File: src/rtl/cvxif_pkg.sv
// cvxif_pkg: shared state, ID and payload types for the CV-X-IF offload controller
package cvxif_pkg;
  localparam int unsigned CVXIF_XLEN = 32;
  localparam int unsigned CVXIF_NUM_RS = 2;
  localparam int unsigned CVXIF_ID_WIDTH = 3;
  typedef enum logic [2:0] {IDLE, ISSUE, REG, COMMIT, RESULT, WB} state_e;
  typedef logic [CVXIF_ID_WIDTH-1:0] id_t;
  typedef struct packed {
    logic [31:0] instr;
    id_t         id;
  } issue_t;
  typedef struct packed {
    logic [CVXIF_NUM_RS*CVXIF_XLEN-1:0] rs;
    id_t                                id;
  } register_t;
  typedef struct packed {
    id_t  id;
    logic kill;
  } commit_t;
  typedef struct packed {
    id_t                   id;
    logic [4:0]            rd;
    logic [CVXIF_XLEN-1:0] data;
    logic                  we;
  } result_t;
endpackage

File: src/rtl/cvxif_id_tracker.sv
// cvxif_id_tracker: wrapping transaction ID counter plus result-wait timeout counter
module cvxif_id_tracker #(
  parameter int unsigned ID_WIDTH = 3,
  parameter int unsigned TIMEOUT  = 255
) (
  input  logic                clk_i,
  input  logic                rst_ni,
  input  logic                inc_i,
  input  logic                run_i,
  output logic [ID_WIDTH-1:0] id_o,
  output logic                expired_o
);
  localparam int unsigned CW = $clog2(TIMEOUT + 1);
  logic [ID_WIDTH-1:0] id_q;
  logic [CW-1:0]       cnt_q;
  // ID advances once per retired transaction; wait counter runs only while waiting for a result
  always_ff @(posedge clk_i or negedge rst_ni) begin
    if (!rst_ni) begin
      id_q  <= '0;
      cnt_q <= '0;
    end else begin
      if (inc_i) id_q <= id_q + 1'b1;
      cnt_q <= run_i ? cnt_q + 1'b1 : '0;
    end
  end
  assign id_o      = id_q;
  assign expired_o = run_i && (cnt_q == CW'(TIMEOUT - 1));
endmodule

File: src/rtl/cvxif_offload_ctrl.sv
// cvxif_offload_ctrl: single-outstanding CV-X-IF offload sequencer between core and coprocessor
module cvxif_offload_ctrl import cvxif_pkg::*; #(
  parameter int unsigned XLEN     = CVXIF_XLEN,
  parameter int unsigned NUM_RS   = CVXIF_NUM_RS,
  parameter int unsigned ID_WIDTH = CVXIF_ID_WIDTH,
  parameter int unsigned TIMEOUT  = 255
) (
  input  logic                   clk_i,
  input  logic                   rst_ni,
  input  logic                   instr_valid_i,
  output logic                   instr_ready_o,
  input  logic [31:0]            instr_i,
  input  logic [NUM_RS*XLEN-1:0] rs_i,
  output logic                   x_issue_valid_o,
  input  logic                   x_issue_ready_i,
  output logic [31:0]            x_issue_instr_o,
  output logic [ID_WIDTH-1:0]    x_issue_id_o,
  input  logic                   x_issue_accept_i,
  input  logic                   x_issue_writeback_i,
  output logic                   x_register_valid_o,
  input  logic                   x_register_ready_i,
  output logic [NUM_RS*XLEN-1:0] x_register_rs_o,
  output logic [ID_WIDTH-1:0]    x_register_id_o,
  output logic                   x_commit_valid_o,
  output logic [ID_WIDTH-1:0]    x_commit_id_o,
  output logic                   x_commit_kill_o,
  input  logic                   x_result_valid_i,
  output logic                   x_result_ready_o,
  input  logic [ID_WIDTH-1:0]    x_result_id_i,
  input  logic [4:0]             x_result_rd_i,
  input  logic [XLEN-1:0]        x_result_data_i,
  input  logic                   x_result_we_i,
  output logic                   wb_valid_o,
  input  logic                   wb_ready_i,
  output logic [4:0]             wb_rd_o,
  output logic [XLEN-1:0]        wb_data_o,
  output logic                   illegal_o,
  output logic                   timeout_o,
  output logic                   busy_o
);
  state_e                 state_q, state_d;
  logic [31:0]            instr_q;
  logic [NUM_RS*XLEN-1:0] rs_q;
  logic                   wb_flag_q;
  logic [4:0]             rd_q;
  logic [XLEN-1:0]        data_q;
  logic [ID_WIDTH-1:0]    id;
  logic                   id_inc, expired, res_match;
  assign res_match = x_result_valid_i && (x_result_id_i == id);
  cvxif_id_tracker #(.ID_WIDTH(ID_WIDTH), .TIMEOUT(TIMEOUT)) u_tracker (
    .clk_i     (clk_i),
    .rst_ni    (rst_ni),
    .inc_i     (id_inc),
    .run_i     (state_q == RESULT),
    .id_o      (id),
    .expired_o (expired)
  );
  // Next state plus the error pulses and ID advance, all decided on the handshake cycle
  always_comb begin
    state_d   = state_q;
    id_inc    = 1'b0;
    illegal_o = 1'b0;
    timeout_o = 1'b0;
    case (state_q)
      IDLE:   if (instr_valid_i) state_d = ISSUE;
      ISSUE:  if (x_issue_ready_i) begin
        state_d   = x_issue_accept_i ? REG : IDLE;
        illegal_o = !x_issue_accept_i;
        id_inc    = !x_issue_accept_i;
      end
      REG:    if (x_register_ready_i) state_d = COMMIT;
      COMMIT: begin
        state_d = wb_flag_q ? RESULT : IDLE;
        id_inc  = !wb_flag_q;
      end
      RESULT: if (res_match) begin
        state_d = x_result_we_i ? WB : IDLE;
        id_inc  = !x_result_we_i;
      end else if (expired) begin
        state_d   = IDLE;
        timeout_o = 1'b1;
        id_inc    = 1'b1;
      end
      WB:     if (wb_ready_i) begin
        state_d = IDLE;
        id_inc  = 1'b1;
      end
      default: state_d = IDLE;
    endcase
  end
  // State register and payload holding registers; each captured only at its own handshake
  always_ff @(posedge clk_i or negedge rst_ni) begin
    if (!rst_ni) begin
      state_q   <= IDLE;
      instr_q   <= '0;
      rs_q      <= '0;
      wb_flag_q <= 1'b0;
      rd_q      <= '0;
      data_q    <= '0;
    end else begin
      state_q <= state_d;
      if (state_q == IDLE && instr_valid_i) begin
        instr_q <= instr_i;
        rs_q    <= rs_i;
      end
      if (state_q == ISSUE && x_issue_ready_i) wb_flag_q <= x_issue_writeback_i;
      if (state_q == RESULT && res_match && x_result_we_i) begin
        rd_q   <= x_result_rd_i;
        data_q <= x_result_data_i;
      end
    end
  end
  assign instr_ready_o      = state_q == IDLE;
  assign busy_o             = state_q != IDLE;
  assign x_issue_valid_o    = state_q == ISSUE;
  assign x_issue_instr_o    = instr_q;
  assign x_issue_id_o       = id;
  assign x_register_valid_o = state_q == REG;
  assign x_register_rs_o    = rs_q;
  assign x_register_id_o    = id;
  assign x_commit_valid_o   = state_q == COMMIT;
  assign x_commit_id_o      = id;
  assign x_commit_kill_o    = 1'b0;
  assign x_result_ready_o   = state_q == RESULT;
  assign wb_valid_o         = state_q == WB;
  assign wb_rd_o            = rd_q;
  assign wb_data_o          = data_q;
endmodule

File: config.mk
export PLATFORM = sky130hd
export DESIGN_NAME = cvxif_offload_ctrl
export DESIGN_NICKNAME = d
export VERILOG_FILES = /design/src/rtl/cvxif_pkg.sv /design/src/rtl/cvxif_id_tracker.sv /design/src/rtl/cvxif_offload_ctrl.sv
export SDC_FILE = /design/constraint.sdc
export NUM_CORES = 1
export LEC_CHECK = 0
export CORE_UTILIZATION = 43
export CTS_BUF_LIST = sky130_fd_sc_hd__clkbuf_16
export DETAILED_ROUTE_END_ITERATION = 16
export PLACE_DENSITY_LB_ADDON = 0.15
export SLEW_MARGIN = 20
export SYNTH_ARGS = -nofsm -noshare
export SYNTH_HDL_FRONTEND = slang
export SYNTH_SLANG_ARGS = --single-unit
File: constraint.sdc
create_clock -name clk_i -period 4.72 [get_ports clk_i]
set_input_delay 0.472 -clock clk_i [delete_from_list [all_inputs] [get_ports clk_i]]
set_output_delay 0.472 -clock clk_i [all_outputs]
set_load 0.01 [all_outputs]
==> results.sh, run 1 <==
export IMPL_multi_input_area_mm2=0.001989
export IMPL_ys_warn_count=0
export IMPL_hold_end="x_register_rs_o[29]"
export IMPL_rsz0062_at_grt="no"
export IMPL_synth_top_area_share_pct=62.83
export IMPL_yosys_top_cells_area="dfrtp_1, mux2_2, mux2_4"
export IMPL_power_density_mw_per_mm2=622.7
export IMPL_r2r_cells=4
export IMPL_slowest_delay_ns=0.60
export IMPL_dp_hpwl_um=11020
export IMPL_hold_ws_ns=0.4833
export IMPL_slew_headroom_pct=37.58
export IMPL_yosys_top_cells_count="dfrtp_1, mux2_2, nor2_1"
export IMPL_max_cap_violations=0
export IMPL_detail_route_drc_violations=0
export IMPL_critPathBufInv=1
export IMPL_overflow=0
export IMPL_crit_required_ns=4.25
export IMPL_drive_gt1_share_pct=24.89
export IMPL_synthesis_area_per_instance_um2=15.43
export IMPL_ys_flop_type="dfrtp_1"
export IMPL_cts_buffer_depth=2
export IMPL_drt_iter0_drc=165
export IMPL_via_per_inst=4.822
export IMPL_critPathTopFamily="simple AND/OR/NAND/NOR gates"
export IMPL_grtUsageTotal_pct=22.06
export IMPL_reg2reg_slack_ns=2.24
export IMPL_cts_buffers=17
export IMPL_synth_most_common_cell="dfrtp_1"
export IMPL_slowest_stage="clkdlybuf4s50_1"
export IMPL_cts_tree="built"
export IMPL_tightest_slew_ns=0.9363
export IMPL_critPathLaunch="state_q[1]"
export IMPL_worstHoldPathCells=1
export IMPL_hold_start="x_register_rs_o[29]"
export IMPL_power_leakage_nw=4.108
export IMPL_syn_area_mm2=0.005894
export IMPL_die_y_um=119.1
export IMPL_synth_edff_count=0
export IMPL_nets=827
export IMPL_synth_cells=382
export IMPL_yosysSeqAreaShare_pct=62.83
export IMPL_yosys_area_top_type="dfrtp_1"
export IMPL_critPathLaunchType="flop"
export IMPL_antenna_cells=0
export IMPL_fillers=921
export IMPL_io_pins=298
export IMPL_critical_path_arrival_ns=2.31
export IMPL_cts_htree_levels=4
export IMPL_num_vias=4181
export IMPL_cp_max_fo=12
export IMPL_dr_pass1_iters=4
export IMPL_die_w_um=119.1
export IMPL_fin_crit_ns=2.783
export IMPL_die_area_mm2=0.01418
export IMPL_antenna_left=0
export IMPL_clockRootBuffer="clkbuf_16"
export IMPL_r2r_end="wb_rd_o[3]"
export IMPL_synth_async_reset_ratio_pct=100.0
export IMPL_hold_viol_final=0
export IMPL_routed_wl_um=15000
export IMPL_reg2reg_from="state_q[1]"
export IMPL_peakVddDrop_mv=0.3809
export IMPL_layout_worst_path_cycle_share_pct=58.96
export IMPL_area_growth_syn_to_layout_pct=62.45
export IMPL_wire_per_inst_um=17.30
export IMPL_cts_resized=0
export IMPL_hold_path_class="reg -> reg"
export IMPL_antenna_found_initial=0
export IMPL_core_area_mm2=0.01330
export IMPL_clock_fmax_mhz=359.3
export IMPL_seq_area_mm2=0.003704
export IMPL_tns_ns=0
export IMPL_place_congestion=0.8676
export IMPL_yosys_register_bits=148
export IMPL_std_cell_rows=42
export IMPL_crit_type="reg -> out"
export IMPL_finalMaxSlewViolations=0
export IMPL_skew_ns=0.003553
export IMPL_synthDistinctLibCells=35
export IMPL_cts_clk_slew_worst_paths_ns=0.06
export IMPL_finalSetupViolCount=0
export IMPL_end_kind="output port"
export IMPL_grt_max_degree=112
export IMPL_initial_utilization_pct=44.33
export IMPL_grt_pass1_vias=4432
export IMPL_synth_fp_nets=531
export IMPL_status="completed"
export IMPL_crit_chain="nor2_2 > nand2_1 > nor3b_2 > clkdlybuf4s50_1"
export IMPL_portBuffers=296
export IMPL_grt_pass1_wl_um=23470
export IMPL_insertion_delay_ns=0.41
export IMPL_cts_sinks=148
-- repair_timing --
item                      in CTS  in global routing
buffers inserted               0                  0
hold buffers                   0                  1
hold endpoints to repair       0                 29
-- cells by family (layout without fill, tap and decap cells) --
logic type | count (synthesis) | in the layout | synth area share (%)
buffers and inverters | 30 | 339 | 3.481
muxes | 135 | 135 | 26.36
DFF | 148 | 148 | 62.83
xor gates and xnor gates | 11 | 11 | 1.634
other | 1 | 1 | 0.06362
adders and majority gates | 3 | 3 | 0.6369
and+or+nand+nor | 45 | 45 | 3.927
AOI/OAI and AO/OA | 9 | 9 | 1.061
-- placed cells by master, fill, tap and decap left out, types with 2 or more instances in the layout --
cell and count:
clkdlybuf4s50_1 295, dfrtp_1 148, mux2_2 122, nor2_1 18, clkbuf_16 17, mux2_4 9
inv_1 7, nand2_1 6, xnor2_1 6, xor2_1 5, nand3_1 4, mux2_1 4
bufinv_16 4, clkinvlp_4 4, and3_1 3, nand4_1 3, ha_1 3, clkinv_2 3
buf_4 3, nand2b_1 2, nor3_1 2, o22ai_1 2, clkinv_4 2
-- flip-flops by register name, indices dropped and copies added (netlist names) --
| register | cells |
|---|---|
| state_q | 3 |
| u_tracker.cnt_q | 8 |
| u_tracker.id_o | 3 |
| wb_data_o | 32 |
| wb_flag_q | 1 |
| wb_rd_o | 5 |
| x_issue_instr_o | 32 |
| x_register_rs_o | 64 |
-- layout make-up --
cell class / instances / area share [%]
clock buffer: 17 / 4.443
clock inverter: 15 / 1.986
sequential: 148 / 38.68
timing repair buffer: 301 / 31.58
multi-input combinational: 204 / 20.78
tap: 176 / 2.300
inverter: 6 / 0.2352
-- metal layers --
layer	vias up	global-route usage (%)	wire length, um
li1	1915	-	-
met1	2058	24.85	5752
met2	181	38.48	7775
met3	27	6.705	1078
met4	0	9.573	395
met5	-	0	0
-- worst register-to-register path: stages (launching register included) --
cell and delay (ns):
dfrtp_1 0.46, nor2_2 0.18, nand2_1 0.29, or3_2 0.95, mux2_4 0.48
-- metrics by stage --
stage / cell area (um2) / total power, mW / util (%) / instances / setup WS [ns]
after CTS: 9538 / 6.029 / 71.74 / 865 / 1.917
after global placement: 8922 / 4.543 / 67.11 / 833 / 2.076
after floorplan: 5894 / 3.191 / - / 382 / 2.886
after detailed placement: 8922 / 4.619 / 67.11 / 833 / 2.020
after global routing: 9575 / 6.259 / 72.02 / 867 / 1.769
final: 9575 / 5.963 / 72.02 / 867 / 1.937
-- power breakdown --
group	total [mW]	switching [mW]	internal, mW
Combinational	2.48	0.906	1.57
Clock	1.38	0.502	0.878
Sequential	2.10	0.301	1.80
Total	5.96	1.71	4.25
-- worst max-delay path by stage --
stage	endpoint	slack [ns]	depth (start not counted)
final	timeout_o	1.94	4
after detailed placement	wb_data_o[26]	2.02	5
after global placement	wb_data_o[28]	2.08	5
after floorplan	wb_data_o[26]	2.89	6
after global routing	timeout_o	1.77	4
after CTS	timeout_o	1.92	4
Power figures use the tool's default switching activity.
==> run 2, diff against run 1 <==
--- a/config.mk
+++ b/config.mk
@@ -5,7 +5,7 @@
 export SDC_FILE = /design/constraint.sdc
 export NUM_CORES = 1
 export LEC_CHECK = 0
-export CORE_UTILIZATION = 43
+export CORE_UTILIZATION = 36
 export CTS_BUF_LIST = sky130_fd_sc_hd__clkbuf_16
 export DETAILED_ROUTE_END_ITERATION = 16
 export PLACE_DENSITY_LB_ADDON = 0.15
==> constraint.sdc (replaced) <==
create_clock -name clk_i -period 2.3 [get_ports clk_i]
set_input_delay 0.23 -clock clk_i [delete_from_list [all_inputs] [get_ports clk_i]]
set_output_delay 0.23 -clock clk_i [all_outputs]
set_load 0.01 [all_outputs]
==> run 2 against run 1 <==
Setup slack lost 1.8 ns. Register-to-register slack got worse by 1.9 ns. First-iteration DRC count fell by 35%. Combinational power rose by 110%. Design area is 1.5% higher. Power increased by 110%. Core utilization down 11 points. Largest power group unchanged.
==> results.sh, run 2 (same netlist as run 1, synthesis figures left out) <==
export IMPL_layout_worst_path_cycle_share_pct=93.97
export IMPL_initial_utilization_pct=36.97
export IMPL_tns_ns=0
export IMPL_detail_route_drc_violations=0
export IMPL_place_congestion=0.7591
export IMPL_finalMaxSlewViolations=0
export IMPL_skew_ns=0.004551
export IMPL_seq_area_mm2=0.003705
export IMPL_drive_gt1_share_pct=25.57
export IMPL_portBuffers=296
export IMPL_antenna_found_initial=0
export IMPL_nets=832
export IMPL_cts_buffers=17
export IMPL_via_per_inst=4.577
export IMPL_slowest_delay_ns=0.54
export IMPL_routed_wl_um=15050
export IMPL_critPathLaunchType="flop"
export IMPL_crit_required_ns=2.07
export IMPL_cts_tree="built"
export IMPL_multi_input_area_mm2=0.001994
export IMPL_grtUsageTotal_pct=18.18
export IMPL_slowest_stage="clkdlybuf4s50_1"
export IMPL_dr_pass1_iters=4
export IMPL_core_area_mm2=0.01594
export IMPL_fillers=1279
export IMPL_dp_hpwl_um=11390
export IMPL_finalSetupViolCount=0
export IMPL_cts_buffer_depth=2
export IMPL_dp_cells=878
export IMPL_slew_headroom_pct=64.35
export IMPL_layout_commonest_cell="clkdlybuf4s50_1"
export IMPL_die_y_um=130.0
export IMPL_clock_fmax_mhz=462.7
export IMPL_finalWorstSetupSlack_ns=0.1386
export IMPL_std_cell_rows=46
export IMPL_crit_type="reg -> out"
export IMPL_hold_path_class="in -> async"
export IMPL_tightest_slew_ns=0.5347
export IMPL_die_w_um=130.0
export IMPL_cts_sinks=148
export IMPL_grt_pass1_wl_um=23010
export IMPL_end_kind="output port"
export IMPL_crit_chain="nor2_4 > nand2_1 > buf_4 > inv_1 > clkdlybuf4s50_1"
export IMPL_rsz0062_at_grt="no"
export IMPL_final_cell_mix="clkdlybuf4s50_1, dfrtp_1, mux2_2, nor2_1, clkbuf_16"
export IMPL_largest_register_ff_count=64
export IMPL_power_leakage_nw=4.169
export IMPL_insertion_delay_ns=0.41
export IMPL_grt_pass1_vias=4420
export IMPL_die_area_mm2=0.01689
export IMPL_status="completed"
export IMPL_hold_ws_ns=0.3523
export IMPL_io_pins=298
export IMPL_drt_iter0_drc=108
export IMPL_num_vias=4174
export IMPL_overflow=0
export IMPL_cts_clk_slew_worst_paths_ns=0.06
export IMPL_wire_per_inst_um=16.51
export IMPL_clockRootBuffer="clkbuf_16"
export IMPL_critPathTopFamily="buffers and inverters"
export IMPL_antenna_cells=0
export IMPL_cp_max_fo=10
export IMPL_grt_max_degree=57
export IMPL_max_cap_violations=0
export IMPL_finalNonFillerCells=912
export IMPL_peakVddDrop_mv=0.6754
export IMPL_area_growth_syn_to_layout_pct=64.91
export IMPL_power_density_mw_per_mm2=1273
export IMPL_antenna_left=0
export IMPL_cts_htree_levels=4
export IMPL_critical_path_arrival_ns=1.93
export IMPL_hold_viol_final=0
export IMPL_post_place_ws_ns=0.09948
export IMPL_fin_crit_ns=2.161
export IMPL_critPathBufInv=3
export IMPL_final_util_pct=60.97
==> run 2: cell types whose count changed in the layout (fill, tap and decap cells not counted), moves of 2 or more <==
cell,previous run,this run
buf_12,0,4
buf_4,3,5
clkdlybuf4s50_1,295,293
clkinvlp_4,4,2
dlygate4sd2_1,0,2
==> run 2: routing by layer <==
| layer | GRT usage [%] | up-vias | part of all wire [%] |
|---|---|---|---|
| li1 | - | 1932 | - |
| met1 | 19.00 | 2043 | 36 |
| met2 | 32.53 | 176 | 52 |
| met3 | 7.380 | 23 | 10 |
| met4 | 7.114 | 0 | 1.7 |
| met5 | 0 | - | 0 |
==> run 2: repair_timing <==
action | CTS | global route
buffers inserted | 1 | 0
hold endpoints to repair | 52 | 0
pin swaps | 1 | 0
gates resized for setup | 2 | 2
setup endpoints to repair | 2 | 1
hold buffers | 1 | 0
==> run 2: stage by stage <==
stage                     power (mW)  cell area (um2)
after floorplan                6.548             5894
after global placement         9.386             9060
after detailed placement       9.506             9060
after CTS                      12.55             9714
after global routing           13.07             9721
final                          12.38             9721
==> run 2: layout make-up <==
| class | instances | share of cell area [%] |
|---|---|---|
| Sequential cell | 148 | 38.11 |
| Timing Repair Buffer | 306 | 31.78 |
| Multi-Input combinational cell | 204 | 20.52 |
| Clock buffer | 17 | 4.376 |
| Tap cell | 216 | 2.780 |
| Clock inverter | 15 | 2.201 |
| Inverter | 6 | 0.2317 |
==> run 2: worst reg2reg max path: stages, from the launching register on <==
cell and delay [ns]:
dfrtp_1 0.46, xnor2_1 0.20, nand4_1 0.19, or3_2 0.49
buf_12 0.21, mux2_4 0.34
==> run 2: final timing paths <==
path	cells after the start	slack (ns)	end	startpoint
min	2	0.35	x_register_rs_o[5]	rst_ni
max	5	0.14	x_result_ready_o	state_q[1]
max reg2reg	5	0.31	wb_rd_o[3]	u_tracker.id_o[0]
max in group asynchronous	3	1.24	x_register_rs_o[44]	rst_ni
min in group clk_i	2	0.43	x_issue_instr_o[6]	instr_i[6]
min reg2reg	1	0.48	x_register_rs_o[46]	x_register_rs_o[46]
==> run 2: power by group <==
group          internal [mW]  total (mW)  switching, mW
Clock                   1.91        2.98           1.06
Sequential              3.70        4.29          0.591
Combinational           3.27        5.11           1.85
Total                   8.88        12.4           3.50
